--- config.mk ---
export PLATFORM = sky130hd
export DESIGN_NAME = jisp_transpose
export DESIGN_NICKNAME = d
export VERILOG_FILES = /design/src/rtl/jisp_transpose.sv
export SDC_FILE = /design/constraint.sdc
export NUM_CORES = 2
export LEC_CHECK = 0
export ABC_CLOCK_PERIOD_IN_PS = 7740
export BUFFER_PORTS_ARGS = -buffer_cell sky130_fd_sc_hd__clkbuf_2
export CAP_MARGIN = 40
export CORE_MARGIN = 3
export CORE_UTILIZATION = 60
export DETAILED_ROUTE_END_ITERATION = 8
export MAX_ROUTING_LAYER = met4
export PLACE_DENSITY_LB_ADDON = 0.1
export SYNTH_ARGS = -nofsm -noshare
export SYNTH_HDL_FRONTEND = slang
export SYNTH_SLANG_ARGS = --single-unit
--- constraint.sdc ---
create_clock -name clk -period 7.74 [get_ports clk]
set_input_delay 1.548 -clock clk [delete_from_list [all_inputs] [get_ports clk]]
set_output_delay 1.548 -clock clk [all_outputs]
set_load 0.01 [all_outputs]
--- src/rtl/jisp_transpose.sv ---
// Ping-pong 8x8 block transpose with level shift: rows in from the MCU buffer,
// signed columns out to the DCT column pass, valid/hold handshake on both sides.
module jisp_transpose #(
    parameter int unsigned DW = 8
) (
    input  logic                 clk,
    input  logic                 reset,
    input  logic [7:0][DW-1:0]   di,
    input  logic                 di_valid,
    output logic                 di_hold,
    input  logic [2:0]           di_cnt,
    output logic [7:0][DW-1:0]   q,
    output logic                 q_valid,
    input  logic                 q_hold,
    output logic [2:0]           q_cnt,
    output logic                 seq_err
);

    localparam int unsigned N = 8;
    localparam logic [DW-1:0] SIGN_FLIP = DW'(1) << (DW - 1);

    // bank[b][row][col]
    logic [1:0][N-1:0][N-1:0][DW-1:0] bank_q, bank_d;

    logic [1:0]           full_q, full_d;
    logic                 wr_bank_q, wr_bank_d;
    logic                 rd_bank_q, rd_bank_d;
    logic [2:0]           wr_row_q, wr_row_d;
    logic [2:0]           rd_col_q, rd_col_d;
    logic                 seq_err_q, seq_err_d;
    logic                 di_hold_q, di_hold_d;
    logic                 q_valid_q, q_valid_d;
    logic [2:0]           q_cnt_q, q_cnt_d;
    logic [N-1:0][DW-1:0] q_q, q_d;

    logic wr_acc_c;
    logic rd_acc_c;

    assign wr_acc_c = di_valid & ~di_hold_q;
    assign rd_acc_c = q_valid_q & ~q_hold;

    // Bank pointers, fill flags and storage update
    always_comb begin
        bank_d    = bank_q;
        full_d    = full_q;
        wr_bank_d = wr_bank_q;
        rd_bank_d = rd_bank_q;
        wr_row_d  = wr_row_q;
        rd_col_d  = rd_col_q;
        seq_err_d = seq_err_q;

        if (wr_acc_c) begin
            bank_d[wr_bank_q][wr_row_q] = di;
            wr_row_d = wr_row_q + 3'd1;
            if (di_cnt != wr_row_q) begin
                seq_err_d = 1'b1;
            end
            if (wr_row_q == 3'd7) begin
                full_d[wr_bank_q] = 1'b1;
                wr_bank_d         = ~wr_bank_q;
            end
        end

        // Write and read never target the same bank in one cycle
        if (rd_acc_c) begin
            rd_col_d = rd_col_q + 3'd1;
            if (rd_col_q == 3'd7) begin
                full_d[rd_bank_q] = 1'b0;
                rd_bank_d         = ~rd_bank_q;
            end
        end
    end

    // Outputs registered from next state so they equal a decode of the state flops
    always_comb begin
        di_hold_d = full_d[wr_bank_d];
        q_valid_d = full_d[rd_bank_d];
        q_cnt_d   = rd_col_d;
        q_d       = '0;
        for (int unsigned k = 0; k < N; k++) begin
            q_d[3'(k)] = bank_d[rd_bank_d][3'(k)][rd_col_d] ^ SIGN_FLIP;
        end
    end

    always_ff @(posedge clk or posedge reset) begin
        if (reset) begin
            full_q    <= '0;
            wr_bank_q <= 1'b0;
            rd_bank_q <= 1'b0;
            wr_row_q  <= '0;
            rd_col_q  <= '0;
            seq_err_q <= 1'b0;
            di_hold_q <= 1'b0;
            q_valid_q <= 1'b0;
            q_cnt_q   <= '0;
            q_q       <= '0;
        end else begin
            full_q    <= full_d;
            wr_bank_q <= wr_bank_d;
            rd_bank_q <= rd_bank_d;
            wr_row_q  <= wr_row_d;
            rd_col_q  <= rd_col_d;
            seq_err_q <= seq_err_d;
            di_hold_q <= di_hold_d;
            q_valid_q <= q_valid_d;
            q_cnt_q   <= q_cnt_d;
            q_q       <= q_d;
        end
    end

    // Pixel storage survives reset; partial blocks are simply overwritten
    always_ff @(posedge clk) begin
        bank_q <= bank_d;
    end

    assign di_hold = di_hold_q;
    assign q_valid = q_valid_q;
    assign q_cnt   = q_cnt_q;
    assign q       = q_q;
    assign seq_err = seq_err_q;

endmodule

==> out/metrics.cfg <==
[run_status]
outcome=finished clean

[grt]
antenna_found_initial=5
grt_max_degree=129
grt_pass1_wl_microns=226000
grt_pass1_vias=34900
overflow=0
grt_usage_pct=39.2

[yosys]
ys_types=68
yosys_warnings=0
synth-edff-count=0
synth_nets=4891
synth-main-ff-cell=dfxtp_1
avgSynthCellArea_sq_um=9.41
yosys_register_bits=1101
synth_cells=4816
yosysSeqAreaShare_pct=49.5
synth_area_sq_um=45300
synthArstFlopShare_pct=6.99

[floorplanning]
dieArea_sq_um=78800
die_h_microns=281
core_area_sq_um=74600
die_x_microns=281
start_util_pct=60.8
rows=100
ios=141

[sta]
setup_viol=0
rsz0062_at_grt=no
tns_ns=0
setup_slack_ns=3.42
finalHoldViolCount=0
slew_headroom_pct=33.1
fin_crit_sh_pct=55.8
fin_skew_ns=0.0243
whs_ns=0.438
worst_slew_pin_slew_ns=1.00
max_clock_freq_mhz=232
slew_violations=0
min_period_ns=4.32

[route]
vias_per_cell=6.38
drc=0
detail_route.wirelength_microns=152000
num_vias=37100
wl_per_cell_microns=26.2
ant_nets=0
dr.pass1.iters=8
drt_iter0_drc=3964

[worst_setup_path]
cp-start-kind=input pin
path_max_fanout=42
cp-end-kind=flop
path_class=input pin to flop
cp.arrival_ns=4.93
required_ns=8.35

[place]
dpl_worst_slack_ns=2.85
place_congestion=0.911
dpl.hpwl_microns=94800
place_inst=5599
io_buffers=140

[clock_network]
clk_latency_ns=0.69
holdBufCountCts=0
cts_buffers=110
cts_setup_buffers=0
cts_max_path_buffers=3
cts_resized=0
cts_tree=yes
clk_pin_slew_ns=0.06
ctsHtreeMaxLevel=3
clock_sinks=1101
cts_root_buffer=clkbuf_16

[min_path]
min_path_type=flop to flop

[power]
p_per_area_nw_per_um2=472
p_leak_nw=22.4
vdd_drop_max_v=0.000472

[flow_run]
cap_violations=0

[cells_and_area]
final_cell_mix=nand2_1, dfxtp_1, mux2_2
nNetsFinal=4817
layout_commonest_cell=nand2_1
stdcell_count=5813
area_growth_pct=11.5
drive_gt1_share_pct=18.9

[metal layers]
| layer | share of wire, % | up-vias | global-route usage (%) | routed length [microns] |
|---|---|---|---|---|
| li1 | - | 16500 | - | - |
| met1 | 42 | 18100 | 52.2 | 63400 |
| met2 | 43 | 1959 | 57.1 | 65100 |
| met3 | 9.5 | 510 | 7.25 | 14400 |
| met4 | 6.0 | 0 | 20.3 | 9140 |
| met5 | 0 | - | - | 0 |
[final timing paths]
path,from,end,slack (ns),depth (start not counted)
max,q_hold,q[53]$_DFF_PP0_,3.42,10
min in group asynchronous,reset,q[18]$_DFF_PP0_,0.86,2
min,bank_q[250]$_DFF_P_,bank_q[250]$_DFF_P_,0.44,2
min reg2reg,bank_q[250]$_DFF_P_,bank_q[250]$_DFF_P_,0.44,2
max in group asynchronous,reset,q[29]$_DFF_PP0_,5.76,4
max reg2reg,q_cnt[0]$_DFF_PP0_,q[38]$_DFF_PP0_,3.47,11
[critical path: stages]
cell and delay, ns:
clkbuf_2 0.14, nand2b_1 0.51, mux2i_1 0.27, buf_4 0.18, inv_1 0.28, nor2_4 0.59, buf_4 0.69, o221ai_1 0.25
o22a_1 0.33, nand4_1 0.12
[cell families (layout without fill, tap and decap cells)]
kind of cell	Yosys count	after routing	share of synthesized area (%)
simple gates	1647	1647	15.4
flops	1101	1101	49.5
compound gates	761	761	13.2
mux	654	654	15.6
buf+inv	640	664	5.95
xor+xnor	9	9	0.191
fa+ha+maj	4	4	0.110
other cells	0	4	0
[area by class of cell]
class | count | area (sq um)
Fill cell | 5894 | 24000
Clock inverter | 45 | 627
Multi-Input combinational cell | 3075 | 20400
Tap cell | 969 | 1210
Clock buffer | 165 | 3270
Antenna cell | 4 | 10.0
Inverter | 212 | 798
Timing Repair Buffer | 242 | 1760
Sequential cell | 1101 | 22400
[report_power, final]
| part | total (mW) | switching [mW] | internal (mW) |
|---|---|---|---|
| Sequential | 9.61 | 1.17 | 8.44 |
| Clock | 5.67 | 2.31 | 3.36 |
| Combinational | 8.58 | 5.24 | 3.34 |
[through the flow]
| stage | power, mW | instance area, sq um | utilization [%] |
|---|---|---|---|
| 4_1_cts | 23.7 | 50500 | 67.7 |
| 5_1_grt | 25.0 | 50500 | 67.8 |
| 6_report | 23.9 | 50500 | 67.8 |
| 3_5_place_dp | 18.0 | 46600 | 62.5 |
| 2_1_floorplan | 15.1 | 45300 | - |
| 3_3_place_gp | 17.7 | 46300 | 62.0 |
[Yosys cell counts (all sizes together) (4+ instances only)]
library cell / n / area [sq um]
nand2: 1215 / 4560
dfxtp: 1024 / 20500
mux2: 425 / 4790
clkbuf: 235 / 885
mux2i: 229 / 2290
inv: 212 / 796
buf: 193 / 1020
nor2: 156 / 624
nand2b: 143 / 895
o21ai: 115 / 579
o2111ai: 110 / 963
o22ai: 105 / 657
a22oi: 78 / 586
dfrtp: 77 / 1930
o221ai: 77 / 674
o32a: 63 / 631
nand4: 56 / 350
o22a: 49 / 429
a32oi: 48 / 420
o2bb2ai: 45 / 394
o32ai: 37 / 339
nor2b: 19 / 119
or2: 17 / 106
o2111a: 16 / 180
nor3: 12 / 81.3
nor4: 11 / 68.8
xnor2: 7 / 68.8
a31oi: 5 / 37.5
ha: 4 / 50.1
o31ai: 4 / 30.0
[sequential cells by signal (all words and copies together) (netlist names), 2 cells and up]
signal,flops
bank_q,1024
full_q,2
q,64
q_cnt,3
wr_row_q,3
(Power assumes the default switching activity.)
